$ cat config.mk
export PLATFORM = sky130hd
export DESIGN_NAME = binary_to_bcd_seq_flat
export DESIGN_NICKNAME = d
export VERILOG_FILES = /design/src/rtl/binary_to_bcd_seq_if.sv /design/src/rtl/binary_to_bcd_seq.sv /design/src/flat_wrapper.sv
export SDC_FILE = /design/constraint.sdc
export NUM_CORES = 1
export LEC_CHECK = 0
export CORE_MARGIN = 4
export CORE_UTILIZATION = 50
export DETAILED_ROUTE_END_ITERATION = 10
export HOLD_SLACK_MARGIN = 0.06
export PLACE_DENSITY = 0.8
export SYNTH_ARGS = -nofsm -noshare
export SYNTH_HDL_FRONTEND = slang
export SYNTH_SLANG_ARGS = --single-unit
$ cat constraint.sdc
create_clock -name clk -period 1.8 [get_ports clk]
set_input_delay 0.36 -clock clk [delete_from_list [all_inputs] [get_ports clk]]
set_output_delay 0.36 -clock clk [all_outputs]
set_load 0.05 [all_outputs]
$ cat src/rtl/binary_to_bcd_seq_if.sv
// Start/busy/done handshake and data bus for the sequential binary-to-BCD converter.
interface binary_to_bcd_seq_if #(
  parameter int unsigned BIN_W  = 16,
  parameter int unsigned DIGITS = 5
);
  logic                  start;
  logic [BIN_W-1:0]      binary;
  logic                  busy;
  logic                  done;
  logic [4*DIGITS-1:0]   bcd;
  logic                  overflow;

  modport master (output start, binary, input busy, done, bcd, overflow);
  modport slave  (input start, binary, output busy, done, bcd, overflow);
endinterface

$ cat src/rtl/binary_to_bcd_seq.sv
// Multi-cycle double-dabble converter: one input bit per clock, registered BCD
// result with a sticky overflow flag for values that exceed DIGITS digits.
module binary_to_bcd_seq #(
  parameter int unsigned BIN_W  = 16,
  parameter int unsigned DIGITS = 5
) (
  input  logic                 clk,
  input  logic                 rst_n,
  binary_to_bcd_seq_if.slave   bus
);

  localparam int unsigned BCD_W = 4 * DIGITS;
  localparam int unsigned CNT_W = $clog2(BIN_W + 1);
  localparam logic [CNT_W-1:0] CNT_LAST = CNT_W'(BIN_W - 1);

  typedef enum logic {S_IDLE, S_SHIFT} state_t;

  state_t             r_state, w_state_nxt;
  logic [BIN_W-1:0]   r_shift, w_shift_nxt;
  logic [BCD_W-1:0]   r_acc,   w_acc_nxt;
  logic [BCD_W-1:0]   r_bcd,   w_bcd_nxt;
  logic [BCD_W-1:0]   w_adj;
  logic [CNT_W-1:0]   r_cnt,   w_cnt_nxt;
  logic               r_sticky, w_sticky_nxt;
  logic               r_ovf,    w_ovf_nxt;
  logic               r_done,   w_done_nxt;
  logic               r_busy,   w_busy_nxt;

  // Add-3 correction per digit; a digit is at most 9 here, so no nibble wraps.
  always_comb begin
    w_adj = r_acc;
    for (int unsigned k = 0; k < DIGITS; k++) begin
      if (r_acc[4*k +: 4] >= 4'd5) w_adj[4*k +: 4] = r_acc[4*k +: 4] + 4'd3;
    end
  end

  always_ff @(posedge clk or negedge rst_n) begin
    if (!rst_n) begin
      r_state  <= S_IDLE;
      r_shift  <= '0;
      r_acc    <= '0;
      r_bcd    <= '0;
      r_cnt    <= '0;
      r_sticky <= 1'b0;
      r_ovf    <= 1'b0;
      r_done   <= 1'b0;
      r_busy   <= 1'b0;
    end else begin
      r_state  <= w_state_nxt;
      r_shift  <= w_shift_nxt;
      r_acc    <= w_acc_nxt;
      r_bcd    <= w_bcd_nxt;
      r_cnt    <= w_cnt_nxt;
      r_sticky <= w_sticky_nxt;
      r_ovf    <= w_ovf_nxt;
      r_done   <= w_done_nxt;
      r_busy   <= w_busy_nxt;
    end
  end

  always_comb begin
    w_state_nxt  = r_state;
    w_shift_nxt  = r_shift;
    w_acc_nxt    = r_acc;
    w_bcd_nxt    = r_bcd;
    w_cnt_nxt    = r_cnt;
    w_sticky_nxt = r_sticky;
    w_ovf_nxt    = r_ovf;
    w_done_nxt   = 1'b0;
    w_busy_nxt   = r_busy;
    case (r_state)
      S_IDLE: begin
        w_busy_nxt = 1'b0;
        if (bus.start) begin
          w_state_nxt  = S_SHIFT;
          w_shift_nxt  = bus.binary;
          w_acc_nxt    = '0;
          w_sticky_nxt = 1'b0;
          w_cnt_nxt    = '0;
          w_busy_nxt   = 1'b1;
        end
      end
      S_SHIFT: begin
        // {acc, shift} moves left as one register; the acc MSB falls into overflow.
        w_shift_nxt  = r_shift << 1;
        w_acc_nxt    = {w_adj[BCD_W-2:0], r_shift[BIN_W-1]};
        w_sticky_nxt = r_sticky | w_adj[BCD_W-1];
        w_cnt_nxt    = r_cnt + CNT_W'(1);
        if (r_cnt == CNT_LAST) begin
          w_state_nxt = S_IDLE;
          w_bcd_nxt   = w_acc_nxt;
          w_ovf_nxt   = w_sticky_nxt;
          w_done_nxt  = 1'b1;
          w_busy_nxt  = 1'b0;
        end
      end
      default: w_state_nxt = S_IDLE;
    endcase
  end

  assign bus.busy     = r_busy;
  assign bus.done     = r_done;
  assign bus.bcd      = r_bcd;
  assign bus.overflow = r_ovf;

endmodule

$ cat src/flat_wrapper.sv
// flat-port wrapper written by rule: the top's interface ports become plain ports
module binary_to_bcd_seq_flat 
#(
  parameter int unsigned BIN_W  = 16,
  parameter int unsigned DIGITS = 5
)
  (clk, rst_n, bus_start, bus_binary, bus_busy, bus_done, bus_bcd, bus_overflow);
  binary_to_bcd_seq_if #(.BIN_W(BIN_W), .DIGITS(DIGITS)) bus_i ();
  input  logic clk;
  input  logic rst_n;
  input wire logic [$bits(bus_i.start)-1:0] bus_start;
  input wire logic [$bits(bus_i.binary)-1:0] bus_binary;
  output wire logic [$bits(bus_i.busy)-1:0] bus_busy;
  output wire logic [$bits(bus_i.done)-1:0] bus_done;
  output wire logic [$bits(bus_i.bcd)-1:0] bus_bcd;
  output wire logic [$bits(bus_i.overflow)-1:0] bus_overflow;
  assign bus_i.start = bus_start;
  assign bus_i.binary = bus_binary;
  assign bus_busy = bus_i.busy;
  assign bus_done = bus_i.done;
  assign bus_bcd = bus_i.bcd;
  assign bus_overflow = bus_i.overflow;
  binary_to_bcd_seq #(.BIN_W(BIN_W), .DIGITS(DIGITS)) u_core (.clk(clk), .rst_n(rst_n), .bus(bus_i));
endmodule
==> results.toml, run 1 <==
[synthesis]
syn_inst = 362
syn_area_per_cell_um2 = 9.560
synth_commonest_cells = "66 x dfrtp_1, 58 x nand2_1, 32 x o21ai_0"
synth.distinct_cells = 39
synthArstFlopShare_pct = 100.0
synth_area_leaders = "dfrtp_1 48%, nand2_1 6.3%, mux2i_1 4.9%"
ys.flop_type = "dfrtp_1"
synth_top_area_cell = "dfrtp_1"
yosysSeqAreaShare_pct = 47.72
synth_top_area_share_pct = 47.72
synth_edf_count = 0
synth-seq-cells = 66
syn_area_um2 = 3461
ys.warnings.count = 0
synth_most_common_cell = "dfrtp_1"
syn-num-nets = 393

[worst_hold_path]
hp-class = "flip-flop to flip-flop"
min_from = "u_core.r_shift[9]"

[clock_tree]
clock_latency_ns = 0.34
clock-sinks = 66
cts.clk_slew.worst_paths_ns = 0.07
clockBufferDepth = 2
ctsHtreeMaxLevel = 3
numCtsBuffers = 9
clock_tree.root_cell = "clkbuf_8"
cts_tree = "done"

[setup_path]
r2r-start = "u_core.r_cnt[0]"
crit_arrival_ns = 2.04
cp-start-kind = "flip-flop"
cp.required_ns = 2.07
crit_type = "flip-flop to flip-flop"
critPathLaunch = "u_core.r_cnt[0]"
crit_fanout = 6
endpoint_kind = "flip-flop"

[route]
drc = 0
viasPerCell = 5.842
routedWlPerCell_um = 15.32
drtIter0Drc = 138
wl_um = 7643
dr.pass1.iters = 7
vias = 2915
ant_nets = 0

[floorplan]
ios = 42
core_area_um2 = 6756
die_w_um = 91.20
dieArea_um2 = 8317
die_h_um = 91.20
num_rows = 30
start_util_pct = 51.22

[job]
drv_cap = 0

[power_and_ir_drop]
share_seq_of_total_power_pct = 35.5
switching_share_pct = 45.07
irDropWorstVdd_mv = 0.7194
power_density_nw_per_um2 = 1825
p_clk_share_pct = 15.4
p_comb_share_pct = 49.0
intPower_mw = 4.305
p_leak_nw = 1.903
p_sw_mw = 3.531

[sta]
timing.final.crit_share_pct = 98.04
slew_headroom_pct = 69.70
period_needed_ns = 1.765
hold_violations = 0
drv_slew = 0
worst_slack_ns = 0.03537
fmax_ghz = 0.5667
setup_viol = 0
tns_ns = 0
worst_slew_pin_slew_ns = 0.4497
skew_ns = 0.01001

[place]
routabilityCongestion = 0.8235
hpwl_um = 5022
pre_cts_ws_ns = -0.01011
portBuffers = 41
dpl.cell_count = 471

[global_route]
first_global_vias = 2735
antenna_found_initial = 0
grt_use_total_pct = 18.94
grt_pass1_wl_um = 12810
grt_max_degree = 67
overflow = 0

[layout]
drive_gt1_share_pct = 18.38
n_antenna_cell = 0
syn_to_final_growth_pct = 24.04
instances_no_fill = 499
fillers = 575
fin_nets = 446
utilization_pct = 63.54

[run_status]
outcome = "finished clean"
-- per-stage QoR --
| step | hold WS [ns] | cell area (µm²) | power [mW] |
|---|---|---|---|
| final | 0.4807 | 4293 | 7.836 |
| after global routing | 0.4949 | 4293 | 8.409 |
| after CTS | 0.4763 | 4227 | 7.763 |
| after detailed placement | 0.4101 | 3950 | 6.475 |
| after global placement | 0.4054 | 3950 | 6.334 |
| after floorplan | 0.06441 | 3461 | 5.431 |
-- power groups by stage --
stage          clock network [mW]  registers (mW)  logic [mW]
2_1_floorplan                   0            3.18        2.25
3_3_place_gp                    0            2.76        3.57
3_5_place_dp                    0            2.79        3.69
4_1_cts                      1.23            2.76        3.77
5_1_grt                      1.29            2.88        4.24
6_report                     1.21            2.78        3.84
-- sequential cells by signal, indices dropped and copies added (netlist names) --
signal / cells
u_core.r_state: 1
u_core.r_acc: 20
u_core.r_shift: 16
u_core.bus.done: 1
u_core.r_cnt: 5
u_core.r_sticky: 1
u_core.bus.bcd: 20
u_core.bus.busy: 1
u_core.bus.overflow: 1
-- cell type report --
class	instances	area (µm²)	area share, %
clock inverter	3	40.04	0.9327
multi-input combinational	252	1663	38.73
sequential	66	1652	38.47
timing repair buffer	72	636.9	14.84
tap	80	100.1	2.332
inverter	14	56.30	1.312
clock buffer	12	145.1	3.381
-- path summary, 6_finish.rpt --
kind	to	slack, ns	cells after the start
max in group asynchronous	u_core.bus.bcd[6]	0.95	3
min in group asynchronous	u_core.r_acc[11]	0.56	3
worst max register to register	u_core.bus.bcd[12]	0.04	7
worst min register to register	u_core.r_shift[10]	0.48	2
worst max-delay path	u_core.bus.bcd[12]	0.04	7
worst min-delay path	u_core.r_shift[10]	0.48	2
-- cell usage in the layout (no fill, tap or decap), types with 6 or more instances in the layout --
cell type | Yosys | final
a31oi_1 | 6 | 6
a21oi_1 | 6 | 6
buf_4 | 1 | 48
inv_1 | 13 | 12
nor2b_1 | 8 | 8
clkbuf_8 | 0 | 10
mux2i_1 | 17 | 17
o31ai_1 | 11 | 11
o21ai_0 | 32 | 32
o22ai_1 | 7 | 7
clkdlybuf4s50_1 | 0 | 17
nand3_1 | 24 | 22
ha_1 | 12 | 10
nand2_1 | 58 | 58
dfrtp_1 | 66 | 66
a2111o_1 | 10 | 10
-- cell families after synthesis --
| logic type | count (synthesis) | share of synthesized area, % |
|---|---|---|
| flops | 66 | 47.72 |
| simple gates | 123 | 16.99 |
| xor+xnor | 1 | 0.2531 |
| mux | 17 | 4.917 |
| compound gates | 99 | 20.10 |
| buf+inv | 44 | 5.676 |
| fa+ha+maj | 12 | 4.338 |
-- timing repair --
item / in CTS / in global routing
pin swaps: 2 / 2
hold buffers: 1 / 0
gates resized for setup: 5 / 10
buffers inserted: 9 / 3
endpoints found under the setup margin: 7 / 10
endpoints found under the hold margin: 66 / 0
-- metal layers --
| metal | part of all wire (%) | track usage, % | routed length [µm] |
|---|---|---|---|
| met5 | 0 | 0 | 0 |
| met2 | 47 | 29.86 | 3589 |
| met3 | 5.1 | 4.225 | 389 |
| met1 | 47 | 25.31 | 3574 |
| met4 | 1.2 | 7.663 | 91 |
-- critical path, cell delays in order (launching register included) --
cell and delay, ns:
dfrtp_1 0.36, ha_2 0.18, and3_4 0.18, ha_4 0.14, nand2_4 0.08, buf_4 0.18, or4_1 0.50, nand3_1 0.09
No activity file was read; power rests on OpenSTA's default activity.
==> run 2: changes to the inputs <==
--- a/config.mk
+++ b/config.mk
@@ -5,7 +5,7 @@
 export SDC_FILE = /design/constraint.sdc
 export NUM_CORES = 1
 export LEC_CHECK = 0
-export CORE_MARGIN = 4
+export CORE_MARGIN = 1
 export CORE_UTILIZATION = 50
 export DETAILED_ROUTE_END_ITERATION = 10
 export HOLD_SLACK_MARGIN = 0.06
==> results.toml, run 2 (synthesis results as in run 1) <==
[sta]
drv_slew = 0
tns_ns = -0.0003271
period_needed_ns = 1.800
hold_violations = 0
worst_slack_ns = -0.0003271
setup_viol = 1
fmax_ghz = 0.5555
worst_slew_pin_slew_ns = 0.4798
hold-worst-slack_ns = 0.4701
timing.final.crit_share_pct = 100.0
slew_headroom_pct = 67.68
skew_ns = 0.006250

[layout]
syn_to_final_growth_pct = 24.08
final_area_um2 = 4294
n_antenna_cell = 0
instances_no_fill = 494
utilization_pct = 65.75
final_common_cell = "dfrtp_1"
drive_gt1_share_pct = 17.51
fin_nets = 443
layout_common_cells = "66 x dfrtp_1, 58 x nand2_1, 44 x buf_4"

[clock_tree]
cts.clk_slew.worst_paths_ns = 0.07
ctsHtreeMaxLevel = 3
clock_latency_ns = 0.34
numCtsBuffers = 9
clock_tree.root_cell = "clkbuf_8"
clock-sinks = 66
clockBufferDepth = 2
cts_tree = "done"

[place]
hpwl_um = 4949
pre_cts_ws_ns = -0.02343
dpl-instance-area_um2 = 3926
routabilityCongestion = 0.8245
portBuffers = 41
dpl.cell_count = 467

[route]
drtIter0Drc = 196
vias = 2956
ant_nets = 0
drc = 0
routedWlPerCell_um = 16.05
viasPerCell = 5.984
dr.pass1.iters = 5
wl_um = 7927

[setup_path]
slowest_delay_ns = 0.38
slowest_stage = "o311ai_0"
crit_arrival_ns = 2.01
crit_fanout = 6
crit_type = "flip-flop to flip-flop"
crit_path_cell_trace = "ha_2, and3_4, ha_4, nand2_8, buf_4, clkbuf_16, o311ai_0"
endpoint_kind = "flip-flop"
cp-start-kind = "flip-flop"
cp.required_ns = 2.01

[job]
drv_cap = 0

[global_route]
grt_max_degree = 67
overflow = 0
first_global_vias = 2919
antenna_found_initial = 0
grt_pass1_wl_um = 13380
grt_use_total_pct = 23.33

[power_and_ir_drop]
power_mw = 8.063
power_density_nw_per_um2 = 1878
p_leak_nw = 1.908
irDropWorstVdd_mv = 0.8776

[run_status]
failed_checks = "negative setup slack"
outcome = "finished, violations left"

[floorplan]
ios = 42
die_h_um = 85.20
die_w_um = 85.20
num_rows = 29
dieArea_um2 = 7258
start_util_pct = 52.99
core_area_um2 = 6531

[worst_hold_path]
hp-class = "flip-flop to flip-flop"
-- run 2: cell count changes in the layout (fill, tap and decap cells not counted), sizes merged --
cell and delta:
bufinv +1, clkinvlp +1, buf -4
-- run 2: power by group --
group / leakage [nW] / internal [mW] / switching, mW / total [mW]
clock: 0.109 / 0.813 / 0.578 / 1.39
sequential: 0.837 / 2.12 / 0.651 / 2.77
combinational: 0.962 / 1.52 / 2.39 / 3.90
-- run 2: final timing paths --
check	from	to	slack (ns)	cells after the start
worst max-delay path	u_core.r_cnt[0]	u_core.bus.bcd[17]	-0.0003	7
worst min-delay path	u_core.r_cnt[3]	u_core.r_cnt[3]	0.47	1
worst max register to register	u_core.r_cnt[0]	u_core.bus.bcd[17]	-0.0003	7
worst min register to register	u_core.r_cnt[3]	u_core.r_cnt[3]	0.47	1
max in group asynchronous	rst_n	u_core.bus.done	0.94	3
min in group asynchronous	rst_n	u_core.bus.bcd[8]	0.56	3
-- run 2: final cells by class --
cell class | instances | area, µm²
clock buffer | 11 | 141.4
clock inverter | 5 | 77.57
fill | 525 | 2237
inverter | 14 | 56.30
multi-input combinational | 252 | 1654
sequential | 66 | 1652
tap | 77 | 96.34
timing repair buffer | 69 | 616.8
-- run 2: metal layers --
layer / global-route usage [%] / vias to the layer above / part of all wire, %
li1: - / 1423 / -
met1: 29.69 / 1407 / 44
met2: 38.05 / 113 / 49
met3: 5.545 / 13 / 5.6
met4: 10.32 / 0 / 1.5
met5: 0 / - / 0
-- run 2: worst max-delay path: cells and delay by family (launching register included) --
family          cells  cell delay [ns]
compound gates      1             0.38
fa+ha+maj           2             0.35
buf+inv             2             0.31
flops               1             0.36
simple gates        2             0.26
-- run 2: timing repair --
| action | in CTS | in global routing |
|---|---|---|
| cloned | 0 | 1 |
| setup buffers | 6 | 3 |
| hold buffers | 1 | 0 |
| pin swaps | 2 | 6 |
| endpoints found under the setup margin | 6 | 4 |
| endpoints found under the hold margin | 66 | 0 |
| resized for setup | 10 | 4 |
==> run 3: changes to the inputs <==
--- a/config.mk
+++ b/config.mk
@@ -5,7 +5,7 @@
 export SDC_FILE = /design/constraint.sdc
 export NUM_CORES = 1
 export LEC_CHECK = 0
-export CORE_MARGIN = 1
+export CORE_MARGIN = 2
 export CORE_UTILIZATION = 50
 export DETAILED_ROUTE_END_ITERATION = 10
 export HOLD_SLACK_MARGIN = 0.06
==> results.toml, run 3 (synthesis results as in run 1) <==
[run_status]
outcome = "finished clean"

[power_and_ir_drop]
power_mw = 8.054
power_density_nw_per_um2 = 1873
p_leak_nw = 1.907
irDropWorstVdd_mv = 0.7128

[setup_path]
cp-start-kind = "flip-flop"
endpoint_kind = "flip-flop"
crit_arrival_ns = 1.97
crit_fanout = 6
cp.required_ns = 2.03
crit_type = "flip-flop to flip-flop"

[layout]
syn_to_final_growth_pct = 24.22
instances_no_fill = 497
utilization_pct = 63.63
drive_gt1_share_pct = 17.99
n_antenna_cell = 0
layout_common_cells = "66 x dfrtp_1, 58 x nand2_1, 45 x buf_4"
fin_nets = 443
final_common_cell = "dfrtp_1"

[route]
viasPerCell = 5.922
vias = 2943
drtIter0Drc = 139
drc = 0
ant_nets = 0
routedWlPerCell_um = 15.32
dr.pass1.iters = 4
wl_um = 7614

[sta]
rsz0062_at_grt = "yes"
worst_slack_ns = 0.05790
setup_viol = 0
worst_slew_pin_slew_ns = 0.5018
timing.final.crit_share_pct = 96.78
period_needed_ns = 1.742
skew_ns = 0.01130
fmax_ghz = 0.5740
slew_headroom_pct = 66.19
drv_slew = 0
hold_violations = 0

[global_route]
grt_pass1_wl_um = 12460
antenna_found_initial = 0
first_global_vias = 2675
grt_use_total_pct = 20.88
busiest_layer = "met2"
grt_max_degree = 67
use_met2_pct = 32.55
overflow = 0
use_met1_pct = 28.92
use_met3_pct = 4.834

[clock_tree]
numCtsBuffers = 9
cts_tree = "done"
cts.clk_slew.worst_paths_ns = 0.08
clock_latency_ns = 0.34
ctsHtreeMaxLevel = 3
clock_tree.root_cell = "clkbuf_8"
clockBufferDepth = 2
clock-sinks = 66

[floorplan]
dieArea_um2 = 7603
ios = 42
start_util_pct = 51.22
die_w_um = 87.20
die_h_um = 87.20
num_rows = 30
core_area_um2 = 6756

[place]
dpl.cell_count = 472
hpwl_um = 4935
pre_cts_ws_ns = -0.04804
portBuffers = 41
routabilityCongestion = 0.8316

[job]
drv_cap = 0

[worst_hold_path]
hp-class = "flip-flop to flip-flop"
run 3: cell types whose count changed in the layout (fill, tap and decap cells not counted), moves of 2 or more:
cell      before  now
clkbuf_8      10   12
or4_1          2    4
o311ai_1       3    1
or4_4          2    0
run 3: report_power, final:
part	leakage (nW)	switching [mW]	total (mW)	internal, mW
Sequential	0.837	0.656	2.77	2.12
Clock	0.119	0.574	1.47	0.891
Combinational	0.952	2.33	3.81	1.48
Total	1.91	3.56	8.05	4.49
run 3: critical path, stage by stage, from the launching register on:
cell and delay, ns:
dfrtp_1 0.45, inv_1 0.20, ha_1 0.24, nand2b_1 0.15, a2111o_1 0.46, o311ai_1 0.11
run 3: final cells by class:
class,instances,area (µm²)
multi-input combinational,252,1654
fill,547,2457
sequential,66,1652
timing repair buffer,69,599.3
tap,80,100.1
clock inverter,4,72.57
clock buffer,12,165.2
inverter,14,56.30
run 3: path summary, 6_finish.rpt:
check                      slack [ns]            endpoint          startpoint  cells after the start
max                              0.06  u_core.bus.bcd[13]    u_core.r_acc[12]                      5
max in group asynchronous        0.95     u_core.r_acc[8]               rst_n                      3
min                              0.48  u_core.bus.bcd[19]  u_core.bus.bcd[19]                      2
max reg2reg                      0.06  u_core.bus.bcd[13]    u_core.r_acc[12]                      5
min in group asynchronous        0.55    u_core.r_acc[15]               rst_n                      3
min reg2reg                      0.48  u_core.bus.bcd[19]  u_core.bus.bcd[19]                      2
run 3: through the flow:
| step | cell area [µm²] | hold slack, ns | setup TNS (ns) |
|---|---|---|---|
| 2_1_floorplan | 3461 | 0.06441 | 0 |
| 3_3_place_gp | 3945 | 0.4059 | 0 |
| 3_5_place_dp | 3945 | 0.4080 | -0.06452 |
| 4_1_cts | 4257 | 0.4862 | 0 |
| 5_1_grt | 4299 | 0.5025 | -0.03489 |
| 6_report | 4299 | 0.4839 | 0 |
run 3: repair_timing:
action	4_1_cts	5_1_grt
gates resized for setup	7	6
setup endpoints to repair	3	8
hold buffers	1	0
hold endpoints to repair	66	0
setup buffers	7	1
cloned	0	0
pin swaps	1	5
run 3: routing by layer:
layer,vias up,routed length (µm)
met3,11,433
met2,81,3538
li1,1429,-
met4,0,112
met1,1422,3531
met5,-,0
